**config.mk**
```make
export PLATFORM = sky130hd
export DESIGN_NAME = lfsr_gen
export DESIGN_NICKNAME = d
export VERILOG_FILES = /design/src/rtl/lfsr_gen.sv
export SDC_FILE = /design/constraint.sdc
export NUM_CORES = 1
export LEC_CHECK = 0
export ABC_AREA = 1
export BUFFER_PORTS_ARGS = -buffer_cell sky130_fd_sc_hd__buf_2
export CAP_MARGIN = 15
export CELL_PAD_IN_SITES_DETAIL_PLACEMENT = 1
export CELL_PAD_IN_SITES_GLOBAL_PLACEMENT = 1
export CORE_MARGIN = 2
export CORE_UTILIZATION = 33
export CTS_BUF_LIST = sky130_fd_sc_hd__clkbuf_2
export CTS_CLUSTER_DIAMETER = 30
export DETAILED_ROUTE_END_ITERATION = 8
export PLACE_DENSITY = 0.89
export SYNTH_ARGS = -nofsm -noshare
export SYNTH_HDL_FRONTEND = slang
export SYNTH_SLANG_ARGS = --single-unit
export TNS_END_PERCENT = 100
```
**constraint.sdc**
```tcl
create_clock -name clk -period 1.3 [get_ports clk]
set_clock_uncertainty 0.1 [all_clocks]
set_input_delay 0 -clock clk [delete_from_list [all_inputs] [get_ports clk]]
set_output_delay 0 -clock clk [all_outputs]
set_load 0.01 [all_outputs]
```
**src/rtl/lfsr_gen.sv**
```systemverilog
// Parametrised Fibonacci LFSR with seed load, lock-up recovery and wrap pulse.
// Optional period measurement output enabled by defining LFSR_PERIOD_CNT_EN.
module lfsr_gen #(
  parameter int             W     = 6,
  parameter logic [W-1:0]   TAPS  = 6'b110000,
  parameter int             XNOR  = 1,
  parameter int             STEPS = 1,
  parameter logic [W-1:0]   SEED  = '0
) (
  input  logic         clk,
  input  logic         rst_n,
  input  logic         en,
  input  logic         load,
  input  logic [W-1:0] seed_in,
  output logic [W-1:0] y,
  output logic         lock,
  output logic         wrap
`ifdef LFSR_PERIOD_CNT_EN
  ,
  output logic [W-1:0] period
`endif
);

  localparam logic [W-1:0] LOCK = (XNOR != 0) ? '1 : '0;

  if (W < 3 || W > 32) begin : g_bad_width
    $error("lfsr_gen: W must be in 3..32");
  end
  if (STEPS < 1 || STEPS > W) begin : g_bad_steps
    $error("lfsr_gen: STEPS must be in 1..W");
  end
  if (SEED == LOCK) begin : g_bad_seed
    $error("lfsr_gen: SEED equals the lock-up state");
  end

  function automatic logic [W-1:0] shift1(input logic [W-1:0] s);
    logic fb;
    fb = ^(s & TAPS);
    if (XNOR != 0) fb = ~fb;
    return {s[W-2:0], fb};
  endfunction

  logic [W-1:0] nxt;

  // STEPS single shifts chained combinationally so one clock equals STEPS clocks of STEPS=1.
  always_comb begin
    nxt = y;
    for (int i = 0; i < STEPS; i++) nxt = shift1(nxt);
  end

`ifdef LFSR_PERIOD_CNT_EN
  logic [W-1:0] cnt;
`endif

  always_ff @(posedge clk or negedge rst_n) begin
    if (!rst_n) begin
      y    <= SEED;
      lock <= 1'b0;
      wrap <= 1'b0;
`ifdef LFSR_PERIOD_CNT_EN
      cnt    <= '0;
      period <= '0;
`endif
    end else begin
      lock <= 1'b0;
      wrap <= 1'b0;
      if (load) begin
        y <= seed_in;
`ifdef LFSR_PERIOD_CNT_EN
        cnt <= '0;
`endif
      end else if (en && (y == LOCK)) begin
        y    <= SEED;
        lock <= 1'b1;
`ifdef LFSR_PERIOD_CNT_EN
        cnt <= '0;
`endif
      end else if (en) begin
        y    <= nxt;
        wrap <= (nxt == SEED);
`ifdef LFSR_PERIOD_CNT_EN
        if (nxt == SEED) begin
          period <= cnt + W'(1);
          cnt    <= '0;
        end else begin
          cnt <= cnt + W'(1);
        end
`endif
      end
    end
  end

endmodule

```
==> out/results.ini, run 1 <==
[run_status]
status=complete, no violations

[logic_synthesis]
synth-seq-cells=8
yosysWarnings=0
synth_top_family_by_area=simple AND/OR/NAND/NOR gates
synth_area_per_cell_um2=7.38
synthCells=60
netlist_area_um2=443
ys_types=14
synth-adder-area-share=0.0282
synth_xor_area_frac=0
ys_seq_area_frac=0.452
synth_compound_area_frac=0.107
syn-num-nets=71
synthMuxAreaShare=0
synth_simple_gate_area_frac=0.353

[critical_path]
max_stage_delay_ns=0.39
worst_ep_required_time_ns=1.33
criticalPathCategory=reg2reg
worst-path-max-fanout=6
reg2reg_depth=6
startpoint=y[5]
startpoint_type=flip-flop
critPathCaptureType=flip-flop
path_cells=ha_2, nand2_2, nor2_4, nand2_4, nand2_1, nand2_1
cpMaxStageDelayCell=dfrtp_1
cp_common_cell=nand2_1
timing.rr.end=y[0]
r2r_slack_ns=0.09
reg2reg_from=y[5]
crit_arrival_ns=1.24

[sta]
finalHoldWorstSlack_ns=0.0229
hold_violations=0
fin_crit_ns=1.21
timing.fmax_mhz=829
maxSlewViolCount=0
period_share=0.928
setup_viol=0
maxSlewHeadroom=0.806
worst_pin_slew_ns=0.291
setup_ws_ns=0.0937

[floorplanning]
rows=13
pin_count=18
die_h_um=40.6
initial_core_util=0.349
die-area_um2=1650
coreArea_um2=1270
die_w_um=40.6

[grt]
grt_pass1_vias=496
grt_use_total=0.209
antenna_found_initial=0
grt_max_degree=11
grt_overflow=0
grt_pass1_wl_um=2210

[power]
vdd_ir_drop_max_v=0.000322
powerDensity_nw_per_um2=914
p_leak_nw=0.375

[placed_design]
place_congestion=0.790
port_buffers=17
placed_cells=92
post-place-ws_ns=0.0942
hpwl_um=914

[clock_network]
cts-root-buf=clkbuf_2
cts_tree=built
clk_pin_slew_worst_paths_ns=0.09
cts_sinks=8
cts-buffers-inserted=3
clk_latency_ns=0.24
clock_path_buffers=2
cts_max_level=1

[run]
drv_cap=0

[layout]
layout_commonest_cell=nand2_1
multi_input_comb_area_um2=231
nets=103
final_cell_mix=nand2_1, buf_2, nor2_1, dlygate4sd3_1, dfrtp_1
nFillCells=171
seq_area_um2=200
area_delta_synth_final_pct=50.8
instances_no_fill=105
antenna_cells=0
layout-drive-gt1-share=0.333
finish.utilization=0.527

[routing]
wl_per_cell_um=13.7
viasPerCell=4.82
drt_iter0_drc=6
dr.pass1.iters=4
ant_nets=0
vias=506
drc_errors=0
wl_um=1440

[hold_path]
hp-class=in2async

[worst max-delay path: cells and delay by family, from the launching register on]
| kind | cells | cell delay [ns] |
|---|---|---|
| fa+ha+maj | 1 | 0.20 |
| flops | 1 | 0.39 |
| simple gates | 5 | 0.42 |
[logic make-up after synthesis]
group           after synthesis
fa+ha+maj                     1
simple gates                 39
compound gates                7
buf+inv                       5
flops                         8
[synth_stat cells]
master,instances,share of area
nand2_1,25,0.21
nor2_1,9,0.076
dfrtp_1,8,0.45
a21boi_0,5,0.085
inv_1,2,0.017
inv_2,2,0.017
nor2_2,2,0.028
a21oi_1,1,0.011
buf_6,1,0.025
ha_1,1,0.028
nand2_2,1,0.014
nand3_1,1,0.011
nor3_1,1,0.011
o21ai_1,1,0.011
[stage by stage]
stage | setup TNS [ns] | area [um^2] | total power, W
floorplan | 0 | 443 | 0.000365
global placement | 0 | 543 | 0.000422
detailed placement | 0 | 543 | 0.000429
CTS | 0 | 638 | 0.000602
global route | -0.000427 | 668 | 0.000658
finish | 0 | 668 | 0.000611
[where the power goes]
group / leakage (nW) / internal [W] / total (W) / switching [W]
clock network: 0.0125 / 0.0000630 / 0.000155 / 0.0000916
registers: 0.101 / 0.000269 / 0.000290 / 0.0000207
logic: 0.261 / 0.0000775 / 0.000166 / 0.0000886
total: 0.375 / 0.000410 / 0.000611 / 0.000201
[final cells by class]
type	instances	area share
multi-input combinational	47	0.346
tap	15	0.0281
sequential	8	0.300
clock buffer	3	0.0225
inverter	4	0.0225
timing repair buffer	28	0.281
[registers in the layout, indices dropped and copies added, names as in the netlist]
signal	count
wrap	1
y	6
lock	1
[metal layers]
metal | share of wire | global-route usage | vias up | routed length (um)
li1 | - | - | 249 | -
met1 | 0.44 | 0.243 | 246 | 637
met2 | 0.53 | 0.381 | 11 | 765
met3 | 0.026 | 0.0489 | 0 | 37
met4 | 0 | 0.0500 | 0 | 0
met5 | 0 | 0 | - | 0
[worst max-delay path by stage]
stage	slack, ns	to	depth (start not counted)
after CTS	0.05	y[1]	6
after global placement	0.13	y[0]	6
final	0.09	y[0]	6
after detailed placement	0.09	y[1]	6
after floorplan	0.13	y[0]	4
after global routing	-0.0004	y[1]	6
[timing repair]
item                       CTS  global route
buffers inserted             0             2
gates resized for setup      0             4
setup endpoints to repair    0             5
hold buffers                 8             0
hold endpoints to repair    15             0
Power figures use the tool's default switching activity.
==> run 2: changes to the inputs <==
--- a/config.mk
+++ b/config.mk
@@ -12,7 +12,7 @@
 export CELL_PAD_IN_SITES_GLOBAL_PLACEMENT = 1
 export CORE_MARGIN = 2
 export CORE_UTILIZATION = 33
-export CTS_BUF_LIST = sky130_fd_sc_hd__clkbuf_2
+export CTS_BUF_LIST = sky130_fd_sc_hd__clkbuf_8
 export CTS_CLUSTER_DIAMETER = 30
 export DETAILED_ROUTE_END_ITERATION = 8
 export PLACE_DENSITY = 0.89
==> run 2 against run 1 <==
  * Sequential cell count unchanged
  * First-iteration DRC count increased by 83%
  * Wire length decreased by 1.6%
  * Critical path depth decreased by 2
  * Sequential power about the same
  * Global-route usage increased by 1.0 points
  * Largest cell class unchanged
==> out/results.ini, run 2 (synthesized netlist as in run 1, its figures left out) <==
[sta]
setup-tns-final_ns=0  ; unchanged
period_share=0.927  ; was 0.928
timing.fmax_mhz=830  ; was 829 MHz
maxSlewViolCount=0  ; unchanged
finalHoldWorstSlack_ns=0.000353  ; was 0.0229 ns
rsz0062_at_grt=no
hold_violations=0  ; unchanged
maxSlewHeadroom=0.812  ; was 0.806
fin_crit_ns=1.20  ; was 1.21 ns
worst_pin_slew_ns=0.282  ; was 0.291 ns
setup_viol=0  ; unchanged

[layout]
final_cell_mix=nand2_1, buf_2, nor2_1, dfrtp_1, dlygate4sd3_1  ; was nand2_1, buf_2, nor2_1, dlygate4sd3_1, dfrtp_1
fin_area_um2=652  ; was 668 um^2
nets=100  ; was 103
antenna_cells=0  ; unchanged
largestRegisters=y (6), lock (1), wrap (1)  ; unchanged
instances_no_fill=102  ; was 105
largest_reg_flops=6  ; unchanged
area_delta_synth_final_pct=47.2  ; was 50.8%
layout-drive-gt1-share=0.310  ; was 0.333
layout_commonest_cell=nand2_1  ; unchanged
nFillCells=171  ; unchanged
regMostFlops=y  ; unchanged

[routing]
wl_um=1420  ; was 1440 um
viasPerCell=4.89  ; was 4.82
dr.pass1.iters=4  ; unchanged
drc_errors=0  ; unchanged
wl_per_cell_um=13.9  ; was 13.7 um
vias=499  ; was 506
drt_iter0_drc=11  ; was 6
ant_nets=0  ; unchanged

[placed_design]
place_congestion=0.790  ; unchanged
hpwl_um=914  ; unchanged
placed_cells=92  ; unchanged
port_buffers=17  ; unchanged
dpl_cell_area_um2=543  ; unchanged

[clock_network]
cts_sinks=8  ; unchanged
cts-root-buf=clkbuf_8  ; was clkbuf_2
cts_max_level=1  ; unchanged
cts-buffers-inserted=3  ; unchanged
clock_path_buffers=2  ; unchanged
cts_resized=0  ; unchanged
cts_tree=built  ; unchanged
clk_latency_ns=0.23  ; was 0.24 ns
clk_pin_slew_worst_paths_ns=0.04  ; was 0.09 ns

[power]
p_leak_nw=0.358  ; was 0.375 nW
totalPowerFinal_w=0.000756  ; was 0.000611 W
p_sw_w=0.000212  ; was 0.000201 W
clockPowerShare=0.411  ; was 0.253
intPower_w=0.000543  ; was 0.000410 W
vdd_ir_drop_max_v=0.000495  ; was 0.000322 V
seq_power_share=0.384  ; was 0.475
powerDensity_nw_per_um2=1160  ; was 914 nW/um^2
p_sw_frac=0.281  ; was 0.329
combPwrFrac=0.205  ; was 0.272

[hold_path]
hp-class=in2reg  ; was in2async

[run]
drv_cap=0  ; unchanged

[grt]
grt_pass1_vias=507  ; was 496
grt_use_met1=0.252  ; was 0.243
grt_util_met2=0.365  ; was 0.381
grt_use_total=0.219  ; was 0.209
busiest_layer=met2  ; unchanged
grt_max_degree=11  ; unchanged
antenna_found_initial=0  ; unchanged
grt_overflow=0  ; unchanged
use_met3=0.0707  ; was 0.0489
grt_pass1_wl_um=2260  ; was 2210 um

[critical_path]
worst_ep_required_time_ns=1.37  ; was 1.33 ns
startpoint_type=flip-flop  ; unchanged
cpMaxStageDelayCell=dfrtp_1  ; unchanged
crit_arrival_ns=1.28  ; was 1.24 ns
cp_common_cell=nand2_1  ; unchanged
critPathCaptureType=flip-flop  ; unchanged
worst-path-buf-inv=0  ; unchanged
criticalPathCategory=reg2reg  ; unchanged
worst-path-max-fanout=3  ; was 6
crit_family=flip-flops  ; was simple AND/OR/NAND/NOR gates
path_cells=ha_1, nor3_1, nand2_1, nand2_1  ; was ha_2, nand2_2, nor2_4, nand2_4, nand2_1, nand2_1
max_stage_delay_ns=0.40  ; was 0.39 ns

[floorplanning]
initial_core_util=0.349  ; unchanged
die_h_um=40.6  ; unchanged
die_w_um=40.6  ; unchanged
rows=13  ; unchanged
die-area_um2=1650  ; unchanged
coreArea_um2=1270  ; unchanged
pin_count=18  ; unchanged

[run_status]
status=complete, no violations  ; unchanged

[run 2: cell type report]
type | count | area (um^2) | share of cell area
Multi-Input combinational cell | 47 | 216 | 0.332
Tap cell | 15 | 18.8 | 0.0288
Timing Repair Buffer | 25 | 160 | 0.246
Sequential cell | 8 | 200 | 0.307
Inverter | 4 | 15.0 | 0.0230
Clock buffer | 3 | 41.3 | 0.0633
[run 2: path summary, 6_finish.rpt]
check                            from  endpoint  slack, ns  cells past startpoint
max                              y[5]      y[0]        0.1                      4
min                        seed_in[1]      y[1]     0.0004                      4
max reg2reg                      y[5]      y[0]        0.1                      4
min reg2reg                      y[5]      y[5]       0.46                      2
max in group asynchronous       rst_n      y[1]       0.89                      2
min in group asynchronous       rst_n      y[4]       0.04                      2
[run 2: per-layer routing]
metal,vias up,part of all wire
li1,240,-
met1,238,0.42
met2,17,0.52
met3,4,0.039
met4,0,0.024
met5,-,0
[run 2: metrics by stage]
stage               setup WS (ns)   util
finish                     0.0951  0.514
global placement            0.126  0.428
detailed placement         0.0942  0.428
floorplan                   0.126      -
global route             0.000577  0.514
CTS                        0.0440  0.508
[run 2: power by group through the flow]
stage | Combinational [W] | Clock (W) | Sequential, W
finish | 0.000155 | 0.000311 | 0.000290
global route | 0.000176 | 0.000333 | 0.000292
CTS | 0.000149 | 0.000313 | 0.000293
detailed placement | 0.000133 | 0 | 0.000296
global placement | 0.000127 | 0 | 0.000294
floorplan | 0.0000617 | 0 | 0.000304
[run 2: repair_timing]
item / in CTS / in global routing
hold buffers: 6 / 0
setup buffers: 0 / 1
endpoints found under the hold margin: 13 / 0
setup endpoints to repair: 0 / 5
[run 2: worst reg2reg max path, delay by kind of cell (launching register included)]
family | cells | cell delay, ns
flip-flops | 1 | 0.40
AND/OR/NAND/NOR | 3 | 0.34
adder cells (fa/ha/maj) | 1 | 0.30
